**src/rtl/ddfs_sweep_controller.sv**
```systemverilog
// Linear frequency-sweep (chirp) sequencer for the DDFS control word.
// Steps from start to stop word, holding each word i_dwell+1 cycles; single-shot or continuous.
module ddfs_sweep_controller #(
    parameter int FREQ_WIDTH  = 32,
    parameter int DWELL_WIDTH = 16
) (
    input  logic                   i_clk,
    input  logic                   i_rst_n,
    input  logic                   i_start,
    input  logic                   i_abort,
    input  logic [FREQ_WIDTH-1:0]  i_start_freq,
    input  logic [FREQ_WIDTH-1:0]  i_stop_freq,
    input  logic [FREQ_WIDTH-1:0]  i_step,
    input  logic [DWELL_WIDTH-1:0] i_dwell,
    input  logic                   i_continuous,
    output logic [FREQ_WIDTH-1:0]  o_freq_control,
    output logic                   o_busy,
    output logic                   o_done,
    output logic                   o_step_strobe,
    output logic                   o_dbg_state
);

    // Handshake: a request is taken when i_start=1, i_abort=0 and o_busy=0 at a rising edge;
    // o_busy is the "not ready" indication and stays high until completion or abort.
    typedef enum logic {
        IDLE  = 1'b0,
        SWEEP = 1'b1
    } state_t;

    state_t                 state_q, state_d;
    logic [FREQ_WIDTH-1:0]  freq_q, freq_d;
    logic [FREQ_WIDTH-1:0]  start_q, start_d;
    logic [FREQ_WIDTH-1:0]  stop_q, stop_d;
    logic [FREQ_WIDTH-1:0]  step_q, step_d;
    logic [DWELL_WIDTH-1:0] dwell_q, dwell_d;
    logic [DWELL_WIDTH-1:0] cnt_q, cnt_d;
    logic                   cont_q, cont_d;
    logic                   up_q, up_d;
    logic                   done_q, done_d;
    logic                   strobe_q, strobe_d;

    logic [FREQ_WIDTH:0]    up_sum;
    logic [FREQ_WIDTH-1:0]  dn_diff;
    logic [FREQ_WIDTH-1:0]  next_word;

    // Extra carry bit on the up path so an overflowing add is seen as "past stop".
    always_comb begin
        up_sum  = {1'b0, freq_q} + {1'b0, step_q};
        dn_diff = freq_q - step_q;
        if (up_q) begin
            if (up_sum > {1'b0, stop_q}) begin
                next_word = stop_q;
            end else begin
                next_word = up_sum[FREQ_WIDTH-1:0];
            end
        end else begin
            if ((freq_q < step_q) || (dn_diff < stop_q)) begin
                next_word = stop_q;
            end else begin
                next_word = dn_diff;
            end
        end
    end

    always_comb begin
        state_d  = state_q;
        freq_d   = freq_q;
        start_d  = start_q;
        stop_d   = stop_q;
        step_d   = step_q;
        dwell_d  = dwell_q;
        cnt_d    = cnt_q;
        cont_d   = cont_q;
        up_d     = up_q;
        done_d   = 1'b0;
        strobe_d = 1'b0;

        case (state_q)
            IDLE: begin
                if (i_start && !i_abort) begin
                    start_d  = i_start_freq;
                    stop_d   = i_stop_freq;
                    step_d   = (i_step == '0) ? {{(FREQ_WIDTH-1){1'b0}}, 1'b1} : i_step;
                    dwell_d  = i_dwell;
                    cont_d   = i_continuous;
                    up_d     = (i_stop_freq >= i_start_freq);
                    freq_d   = i_start_freq;
                    cnt_d    = i_dwell;
                    strobe_d = 1'b1;
                    state_d  = SWEEP;
                end
            end
            SWEEP: begin
                if (i_abort) begin
                    state_d = IDLE;
                end else if (cnt_q != '0) begin
                    cnt_d = cnt_q - 1'b1;
                end else if (freq_q != stop_q) begin
                    freq_d   = next_word;
                    cnt_d    = dwell_q;
                    strobe_d = 1'b1;
                end else if (cont_q) begin
                    freq_d   = start_q;
                    cnt_d    = dwell_q;
                    strobe_d = 1'b1;
                end else begin
                    state_d = IDLE;
                    done_d  = 1'b1;
                end
            end
            default: begin
                state_d = IDLE;
            end
        endcase
    end

    always_ff @(posedge i_clk or negedge i_rst_n) begin
        if (!i_rst_n) begin
            state_q <= IDLE;
        end else begin
            state_q <= state_d;
        end
    end

    always_ff @(posedge i_clk or negedge i_rst_n) begin
        if (!i_rst_n) begin
            freq_q   <= '0;
            start_q  <= '0;
            stop_q   <= '0;
            step_q   <= '0;
            dwell_q  <= '0;
            cnt_q    <= '0;
            cont_q   <= 1'b0;
            up_q     <= 1'b0;
            done_q   <= 1'b0;
            strobe_q <= 1'b0;
        end else begin
            freq_q   <= freq_d;
            start_q  <= start_d;
            stop_q   <= stop_d;
            step_q   <= step_d;
            dwell_q  <= dwell_d;
            cnt_q    <= cnt_d;
            cont_q   <= cont_d;
            up_q     <= up_d;
            done_q   <= done_d;
            strobe_q <= strobe_d;
        end
    end

    assign o_freq_control = freq_q;
    assign o_busy         = (state_q == SWEEP);
    assign o_done         = done_q;
    assign o_step_strobe  = strobe_q;
    assign o_dbg_state    = state_q;

endmodule

```
**config.mk**
```make
export PLATFORM = sky130hd
export DESIGN_NAME = ddfs_sweep_controller
export DESIGN_NICKNAME = d
export VERILOG_FILES = /design/src/rtl/ddfs_sweep_controller.sv
export SDC_FILE = /design/constraint.sdc
export NUM_CORES = 1
export LEC_CHECK = 0
export BUFFER_PORTS_ARGS = -buffer_cell sky130_fd_sc_hd__clkbuf_2
export CAP_MARGIN = 30
export CORE_ASPECT_RATIO = 0.7
export CORE_UTILIZATION = 50
export DETAILED_ROUTE_END_ITERATION = 8
export GPL_TIMING_DRIVEN = 0
export HOLD_SLACK_MARGIN = 0.03
export PLACE_DENSITY_LB_ADDON = 0.08
export SKIP_LAST_GASP = 1
export SYNTH_ARGS = -nofsm -noshare
export SYNTH_HDL_FRONTEND = slang
export SYNTH_SLANG_ARGS = --single-unit
```
**constraint.sdc**
```tcl
create_clock -name i_clk -period 7 [get_ports i_clk]
set_input_delay 0.7 -clock i_clk [delete_from_list [all_inputs] [get_ports i_clk]]
set_output_delay 0.7 -clock i_clk [all_outputs]
set_load 0.03 [all_outputs]
```
==> results of run 1 <==
-- cells in the mapped netlist, drive strengths merged (3+ instances only) --
cell type,number,share of area
o22ai,3,0.0013
clkbuf,56,0.015
dfrtp,165,0.29
and4,5,0.0031
o211ai,20,0.012
ha,161,0.14
nor2b,14,0.0062
nand3,28,0.0099
a21oi,128,0.045
o21ai,197,0.070
nand4,32,0.014
or2,3,0.0013
a31oi,15,0.0071
o221a,4,0.0032
o31ai,12,0.0073
a311oi,23,0.014
or3,4,0.0018
a221oi,9,0.0056
a41oi,8,0.0049
xnor2,83,0.054
and3,15,0.0066
nand2,248,0.066
xor2,15,0.0093
nor3,22,0.0085
a2111oi,3,0.0019
nor4,23,0.010
inv,147,0.039
nor4b,3,0.0019
a21o,26,0.014
o2111ai,3,0.0023
a22oi,12,0.0064
nand2b,21,0.0093
mux2i,20,0.014
buf,31,0.012
or4,6,0.0032
nor2,121,0.032
a211oi,21,0.011
o21a,7,0.0037
o21bai,10,0.0053
o221ai,14,0.0087
a21boi,5,0.0027
-- sequential cells by signal, indices dropped and copies added (netlist names) --
signal / count
o_freq_control: 32
start_q: 32
step_q: 32
stop_q: 32
cnt_q: 16
dwell_q: 16
cont_q: 1
o_busy: 1
o_done: 1
o_step_strobe: 1
up_q: 1
-- layout by cell type (no fill, tap or decap), types with 32 or more instances in the layout --
cell type	count
xnor2_1	77
inv_1	147
dfrtp_1	165
o21ai_0	189
nand2_1	248
a21oi_1	127
nor2_1	121
ha_1	161
clkbuf_1	57
clkbuf_2	151
nand4_1	32
-- power groups by stage --
stage               Sequential (W)  Clock [W]  Combinational (W)
global placement           0.00150          0            0.00541
CTS                        0.00149    0.00105            0.00551
global route               0.00153    0.00109            0.00616
detailed placement         0.00151          0            0.00546
floorplan                  0.00155          0            0.00360
finish                     0.00151    0.00105            0.00570
-- path summary, 6_finish.rpt --
kind                                   start                 end  cells after the start
setup reg to reg           o_freq_control[0]  o_freq_control[13]                     20
hold / removal                       i_rst_n          step_q[12]                      1
max in group asynchronous            i_rst_n          dwell_q[7]                      2
min in group i_clk               i_dwell[10]         dwell_q[10]                      3
setup / recovery           o_freq_control[0]  o_freq_control[13]                     20
hold reg to reg                   dwell_q[3]          dwell_q[3]                      2
-- metal layers --
layer  track usage  vias to the layer above  share of wire
met4       0.09893                        0          0.022
met2        0.5499                      805           0.40
li1              -                     6666              -
met3        0.1105                       85           0.12
met1        0.5737                     6921           0.46
met5             0                        -              0
-- kinds of logic after synthesis --
family                   synth area share
AO/OA/AOI/OAI                      0.2392
XOR/XNOR                          0.06326
adder cells (fa/ha/maj)            0.1451
buffers and inverters             0.06564
flip-flops                         0.2915
multiplexers                      0.01573
AND/OR/NAND/NOR                    0.1795
-- area by class of cell --
type | instances | area, um2 | area share
Antenna cell | 1 | 2.502 | 0.0001555
Buffer | 87 | 377.9 | 0.02349
Clock buffer | 19 | 442.9 | 0.02753
Clock inverter | 13 | 186.4 | 0.01159
Inverter | 147 | 551.8 | 0.03430
Multi-Input combinational cell | 1376 | 9131 | 0.5676
Sequential cell | 165 | 4129 | 0.2567
Tap cell | 371 | 464.2 | 0.02885
Timing Repair Buffer | 154 | 802.0 | 0.04985
-- per-stage QoR --
| stage | cell area [um2] | power (W) |
|---|---|---|
| finish | 16090 | 0.008264 |
| floorplan | 14160 | 0.005151 |
| detailed placement | 15430 | 0.006964 |
| global route | 16090 | 0.008775 |
| CTS | 16060 | 0.008052 |
| global placement | 15390 | 0.006910 |
==> impl_metrics.csv, run 1 <==
group,metric,value,unit
outcome,status,"completed",
die,dieArea,29010,um2
cts,cts.sinks,165,
global_route,grt_overflow_total,0,
die,coreArea,27820,um2
sta,finalWorstSetupSlack,0.03847,ns
routing,vias_per_cell,6.205,
cts,cts_buffers,17,
cts,cts_root_buf,"clkbuf_16",
setup_path,cp_data_arrival_time,7.31,ns
routing,vias,14480,
cts,cts_hold_buf,0,
power_and_ir_drop,power.internal,0.003729,W
sta,fin_crit_sh,0.9945,
cts,clk_latency,0.46,ns
logic_synthesis,synth_flop_cell,"dfrtp_1",
global_route,grt_pass1_vias,13420,
sta,maxSlewHeadroom,0.2452,
routing,drt-total-wl,55720,um
final_layout,drive_gt1_frac,0.1254,
routing,firstDrtPassIters,5,
power_and_ir_drop,comb_power_share,0.690,
hold_path,hold_path_class,"input pin to async pin",
final_layout,layout.nets,2228,
logic_synthesis,syn-cell-area,14160,um2
sta,fin_setup_tns,0,ns
setup_path,cp-end-kind,"flip-flop",
place,place_hpwl,44170,um
setup_path,worst-setup-path-type,"flip-flop to flip-flop",
setup_path,critPathLaunchType,"flip-flop",
final_layout,final.fill_count,2663,
flow_run,cap_violations,0,
sta,fmax,143.6,MHz
place,dp_slack,0.1401,ns
global_route,grt_pass1_wl,83080,um
final_layout,final_util,0.5783,
sta,setup_viol,0,
sta,worst_pin_slew,1.122,ns
final_layout,area_delta_synth_final,13.60,%
logic_synthesis,syn-mean-instance-area,7.979,um2
logic_synthesis,synth_edf_count,0,
sta,holdWs,0.2918,ns
die,die_w,203.2,um
logic_synthesis,synth_cell_types,77,
logic_synthesis,seq_area_frac_synth,0.2915,
power_and_ir_drop,p_sw_frac,0.5488,
die,initial_core_util,0.5090,
global_route,grt_usage,0.3889,
power_and_ir_drop,power_frac_seq,0.183,
power_and_ir_drop,irDropWorstVdd,0.0002395,V
logic_synthesis,synth_async_sr_flop_share,1.000,
setup_path,cp_cell_sequence,"ha_1, inv_1, fa_1, o21ba_1, or4_1, a21oi_1, nor3_1, o21ai_0, a21boi_0, xnor2_1, ha_1, nand4_1, nor2_1, and4_1, a21oi_1, o21ai_0, nand3b_1, nor3_2, a221oi_1, o221a_2",
die,rows,51,
cts,cts_resized,0,
power_and_ir_drop,p_leak,7.431,nW
setup_path,cpMaxStageDelayCell,"nor3_2",
power_and_ir_drop,clkPwrFrac,0.127,
global_route,grt_start_max_net_pins,86,
power_and_ir_drop,netSwitchingPower,0.004535,W
place,port_buffers,152,
routing,drc,0,
cts,tritoncts,"done",
final_layout,instances_no_fill,2333,
cts,cts_max_path_buffers,2,
sta,finClkSkew,0.01490,ns
logic_synthesis,synth_cells,1775,
setup_path,reg2reg_setup_slack,0.04,ns
cts,cts_setup_buffers,0,
cts,h-tree-depth,4,
sta,finalCriticalPeriod,6.962,ns
die,ios,153,
sta,hold_viol,0,
setup_path,crit_fanout,10,
routing,dr.first_iter.drc_count,1427,
power_and_ir_drop,p_per_area,513.7,nW/um2
logic_synthesis,synth_fp_nets,2055,
setup_path,critical_path_buf_inv_count,1,
routing,ant_nets,0,
place,finalWeightedCongestion,0.9928,
setup_path,worstPathRequired,7.34,ns
place,dp_cells,2300,
setup_path,cp_top_family,"simple AND/OR/NAND/NOR gates",
sta,rsz0062_at_grt,"no",
sta,slew_viol_final,0,
die,die_y,142.8,um
cts,clk_pin_slew_worst_paths,0.07,ns
logic_synthesis,ys_ff_latch,165,
logic_synthesis,yosysWarnings,0,
routing,avgRoutedWirePerCell,23.88,um
setup_path,max_stage_delay,0.90,ns
global_route,antenna_found_initial,1,
Power figures use the tool's default switching activity.
==> run 2: changes to the inputs <==
- GPL_TIMING_DRIVEN: 0 -> 1
==> run 2 against run 1 <==
Net effect: clock-buffer cell count grew 1; worst setup slack gained 0.57 ns; final area shrank 0.61%; die area is the same; critical path type unchanged.
==> impl_metrics.csv, run 2 (synthesis gave the netlist of run 1 again) <==
group,metric,value,unit
outcome,status,"completed",
setup_path,cp_cell_sequence,"ha_1, inv_1, fa_1, o21ba_1, or4_1, a311o_1, a31oi_2, a221o_2, a2111o_1, o211ai_2, ha_1, nand4_1, nor4_1, and4_1, a21oi_1, o2111ai_1, nand3b_1, o31ai_4, o221ai_1, a311oi_1",
global_route,antenna_found_initial,0,
routing,vias_per_cell,6.217,
routing,firstDrtPassIters,5,
final_layout,fin_area,15990,um2
cts,cts_setup_buffers,0,
routing,drt-total-wl,53300,um
die,ios,153,
die,coreArea,27820,um2
global_route,grt_pass1_wl,79960,um
setup_path,cpMaxStageDelayCell,"o31ai_4",
cts,cts_max_path_buffers,2,
setup_path,crit_fanout,14,
cts,cts_hold_buf,0,
sta,setup_viol,0,
cts,clk_pin_slew_worst_paths,0.07,ns
cts,cts_resized,0,
setup_path,max_stage_delay,0.82,ns
cts,clk_latency,0.48,ns
final_layout,final_cell_mix,"nand2_1 (248), o21ai_0 (191), dfrtp_1 (164)",
power_and_ir_drop,power.internal,0.003769,W
sta,finalWorstSetupSlack,0.6089,ns
routing,drc,0,
hold_path,hold_path_class,"input pin to async pin",
final_layout,area_delta_synth_final,12.90,%
place,dp_cells,2247,
sta,slew_viol_final,0,
power_and_ir_drop,p_sw_frac,0.5467,
sta,finClkSkew,0.02176,ns
die,die_w,203.2,um
cts,cts_root_buf,"clkbuf_16",
die,rows,51,
global_route,grt_start_max_net_pins,67,
power_and_ir_drop,p_leak,7.415,nW
final_layout,final.fill_count,2657,
power_and_ir_drop,netSwitchingPower,0.004546,W
final_layout,instances_no_fill,2281,
power_and_ir_drop,power_frac_seq,0.174,
global_route,grt_pass1_vias,13070,
place,dpl_cell_area,15350,um2
sta,worst_pin_slew,0.9095,ns
global_route,grt_usage,0.3713,
routing,dr.first_iter.drc_count,1444,
setup_path,reg2reg_depth,20,
final_layout,antenna_cells,0,
setup_path,path_common_cell,"ha_1",
die,die_y,142.8,um
sta,holdWs,0.1915,ns
final_layout,layout.nets,2177,
sta,maxSlewHeadroom,0.3881,
final_layout,final_common_cell,"nand2_1",
routing,vias,14180,
global_route,grt_overflow_total,0,
final_layout,drive_gt1_frac,0.1335,
sta,hold_viol,0,
sta,fin_setup_tns,0,ns
power_and_ir_drop,p_per_area,520.1,nW/um2
power_and_ir_drop,clkPwrFrac,0.124,
power_and_ir_drop,irDropWorstVdd,0.0002883,V
flow_run,cap_violations,0,
setup_path,worstPathRequired,7.36,ns
setup_path,cp-end-kind,"flip-flop",
place,port_buffers,152,
sta,fin_crit_sh,0.9130,
setup_path,critPathLaunchType,"flip-flop",
setup_path,cp_data_arrival_time,6.75,ns
cts,cts.sinks,165,
sta,rsz0062_at_grt,"no",
sta,finalCriticalPeriod,6.391,ns
sta,fmax,156.5,MHz
cts,cts_buffers,17,
die,initial_core_util,0.5090,
die,dieArea,29010,um2
place,dp_slack,0.7762,ns
cts,tritoncts,"done",
cts,h-tree-depth,4,
place,place_hpwl,41320,um
setup_path,worst-setup-path-type,"flip-flop to flip-flop",
power_and_ir_drop,comb_power_share,0.702,
routing,ant_nets,0,
place,finalWeightedCongestion,0.9946,
routing,avgRoutedWirePerCell,23.37,um
==> run 2: worst paths after layout <==
check	start	to	slack (ns)
worst min register to register	dwell_q[6]	dwell_q[6]	0.48
max in group asynchronous	i_rst_n	o_busy	5.44
min in group i_clk	i_dwell[4]	dwell_q[4]	0.43
worst max register to register	o_freq_control[0]	o_freq_control[16]	0.61
worst min-delay path	i_rst_n	step_q[10]	0.19
worst max-delay path	o_freq_control[0]	o_freq_control[16]	0.61
==> run 2: cell type report <==
cell class / count / area (um2) / share of cell area
well taps: 371 / 464.2 / 0.02903
repair buffers: 190 / 1067 / 0.06675
multi-input cells: 1376 / 9158 / 0.5727
flip-flops and latches: 165 / 4130 / 0.2583
clock buffers: 20 / 456.7 / 0.02856
inverters: 147 / 551.8 / 0.03451
clock inverters: 12 / 161.4 / 0.01009
==> run 2: power groups by stage <==
stage	registers, W	logic (W)	clock network [W]
floorplan	0.00155	0.00360	0
global placement	0.00144	0.00559	0
detailed placement	0.00145	0.00558	0
CTS	0.00144	0.00564	0.00103
global route	0.00147	0.00626	0.00107
finish	0.00145	0.00583	0.00103
==> run 2: metrics by stage <==
step | total power (W) | util
after global routing | 0.008803 | 0.5747
after global placement | 0.007029 | 0.5511
after CTS | 0.008106 | 0.5741
after detailed placement | 0.007028 | 0.5519
final | 0.008315 | 0.5747
after floorplan | 0.005151 | -
==> run 2: critical path: cells and delay by family (launching register included) <==
family | cells | cell delay [ns]
buffers and inverters | 1 | 0.05
adders and majority gates | 3 | 0.93
AOI/OAI and AO/OA | 11 | 3.05
DFF | 1 | 0.44
and+or+nand+nor | 5 | 1.79
==> run 2: per-layer routing <==
| metal | wire length [um] | part of all wire | up-vias | GRT usage |
|---|---|---|---|---|
| li1 | - | - | 6561 | - |
| met1 | 25400 | 0.48 | 6777 | 0.5679 |
| met2 | 20690 | 0.39 | 780 | 0.5025 |
| met3 | 6265 | 0.12 | 64 | 0.1089 |
| met4 | 951 | 0.018 | 0 | 0.08192 |
| met5 | 0 | 0 | - | 0 |
==> run 3: changes to the inputs <==
- CELL_PAD_IN_SITES_DETAIL_PLACEMENT: unset -> 1
- CELL_PAD_IN_SITES_GLOBAL_PLACEMENT: unset -> 1
- CORE_UTILIZATION: 50 -> 45
==> run 3 against run 2 <==
Net effect: global-route usage grew 0.29 points; clock power is essentially flat; combinational power grew 4.5%; critical endpoint is now o_freq_control[9]; largest cell class unchanged; largest power group unchanged.
==> impl_metrics.csv, run 3 (synthesis gave the netlist of run 1 again) <==
group,metric,value,unit
outcome,status,"completed",
sta,holdWs,0.1818,ns
sta,slew_viol_final,0,
setup_path,worst-setup-path-type,"flip-flop to flip-flop",
cts,cts_resized,0,
sta,worst_pin_slew,1.001,ns
setup_path,crit_fanout,14,
routing,vias,14510,
cts,cts_buffers,17,
die,die_w,214.0,um
sta,fmax,151.5,MHz
cts,cts_root_buf,"clkbuf_16",
die,dieArea,32200,um2
sta,maxSlewHeadroom,0.3155,
final_layout,drive_gt1_frac,0.1370,
global_route,use_met2,0.5472,
setup_path,endpoint,"o_freq_control[9]",
final_layout,fin_area,16050,um2
global_route,grt_start_max_net_pins,86,
cts,clk_latency,0.48,ns
die,initial_core_util,0.4643,
routing,firstDrtPassIters,7,
sta,finClkSkew,0.01762,ns
routing,drt-total-wl,59490,um
routing,drc,0,
die,die_y,150.4,um
die,coreArea,30500,um2
final_layout,layout.nets,2180,
setup_path,cp-end-kind,"flip-flop",
die,ios,153,
global_route,grt_pass1_wl,90250,um
sta,hold_viol,0,
place,port_buffers,152,
sta,fin_crit_sh,0.9431,
place,place_hpwl,46320,um
power_and_ir_drop,power,0.008550,W
global_route,met3_usage,0.1214,
global_route,grt_overflow_total,0,
routing,dr.first_iter.drc_count,1293,
global_route,grt_usage,0.3743,
die,rows,53,
cts,cts_hold_buf,0,
setup_path,cp_data_arrival_time,6.97,ns
global_route,antenna_found_initial,0,
setup_path,reg2reg_depth,20,
sta,setup_viol,0,
final_layout,final.fill_count,3860,
final_layout,final_cell_mix,"nand2_1 (248), o21ai_0 (191), dfrtp_1 (164)",
hold_path,hold_path_class,"input pin to async pin",
place,dpl_cell_area,15430,um2
routing,vias_per_cell,6.241,
global_route,grt_pass1_vias,14600,
global_route,grt.busiest_layer,"met2",
setup_path,worstPathRequired,7.37,ns
setup_path,r2r-start,"o_freq_control[0]",
routing,avgRoutedWirePerCell,25.59,um
global_route,use_met1,0.5343,
flow_run,cap_violations,0,
setup_path,reg2reg_setup_slack,0.40,ns
sta,rsz0062_at_grt,"no",
cts,tritoncts,"done",
final_layout,area_delta_synth_final,13.30,%
cts,cts_max_path_buffers,2,
cts,cts.sinks,165,
power_and_ir_drop,irDropWorstVdd,0.0002209,V
setup_path,startpoint,"o_freq_control[0]",
cts,h-tree-depth,4,
final_layout,antenna_cells,0,
cts,clk_pin_slew_worst_paths,0.08,ns
sta,fin_setup_tns,0,ns
power_and_ir_drop,p_leak,7.411,nW
sta,finalCriticalPeriod,6.601,ns
routing,ant_nets,0,
final_layout,final_common_cell,"nand2_1",
place,finalWeightedCongestion,1.021,
power_and_ir_drop,p_per_area,532.8,nW/um2
setup_path,critPathLaunchType,"flip-flop",
setup_path,r2r-end,"o_freq_control[9]",
cts,cts_setup_buffers,0,
run 3: how the worst min path moves through the flow:
stage / startpoint / endpoint / slack (ns)
2_1_floorplan: i_rst_n / cnt_q[0] / 0.40
3_3_place_gp: start_q[2] / start_q[2] / 0.46
3_5_place_dp: dwell_q[6] / dwell_q[6] / 0.46
4_1_cts: i_rst_n / step_q[9] / 0.20
5_1_grt: i_rst_n / step_q[9] / 0.22
6_report: i_rst_n / step_q[9] / 0.18
run 3: per-stage QoR:
step,worst slack (ns),cells,utilization
floorplan,1.778,1775,-
global placement,0.9003,2291,0.5053
detailed placement,0.6951,2292,0.5059
CTS,0.5501,2324,0.5259
global route,0.06217,2325,0.5260
finish,0.3985,2325,0.5260
run 3: critical path, stage by stage (launching register included):
cell	delay [ns]
dfrtp_1	0.43
ha_1	0.19
inv_1	0.06
fa_1	0.40
o21ba_1	0.21
or4_1	0.57
a311o_1	0.41
a31oi_2	0.28
a221o_2	0.24
a211oi_1	0.14
xnor2_2	0.19
ha_1	0.36
nand4_1	0.14
nor4_1	0.52
and4_1	0.30
a21oi_1	0.06
o2111ai_1	0.14
nand3b_1	0.33
o31ai_4	0.88
o221ai_1	0.29
a311oi_1	0.34
run 3: per-layer routing:
layer	vias up	routed length, um	part of all wire
met4	2	802	0.013
li1	6569	-	-
met1	7235	27550	0.46
met3	63	6425	0.11
met5	-	41	0.00069
met2	641	24670	0.41
run 3: layout make-up:
type	count	area [um2]	share of cell area
Sequential cell	165	4130	0.2574
Tap cell	412	515.5	0.03212
Clock inverter	15	182.7	0.01138
Timing Repair Buffer	193	1085	0.06760
Inverter	147	551.8	0.03439
Clock buffer	17	425.4	0.02651
Multi-Input combinational cell	1376	9156	0.5706
run 3: power by group:
group          total [W]  switching (W)  internal (W)
combinational    0.00609        0.00403       0.00206
sequential       0.00144       0.000278       0.00117
clock            0.00102       0.000505      0.000513
total            0.00855        0.00481       0.00374
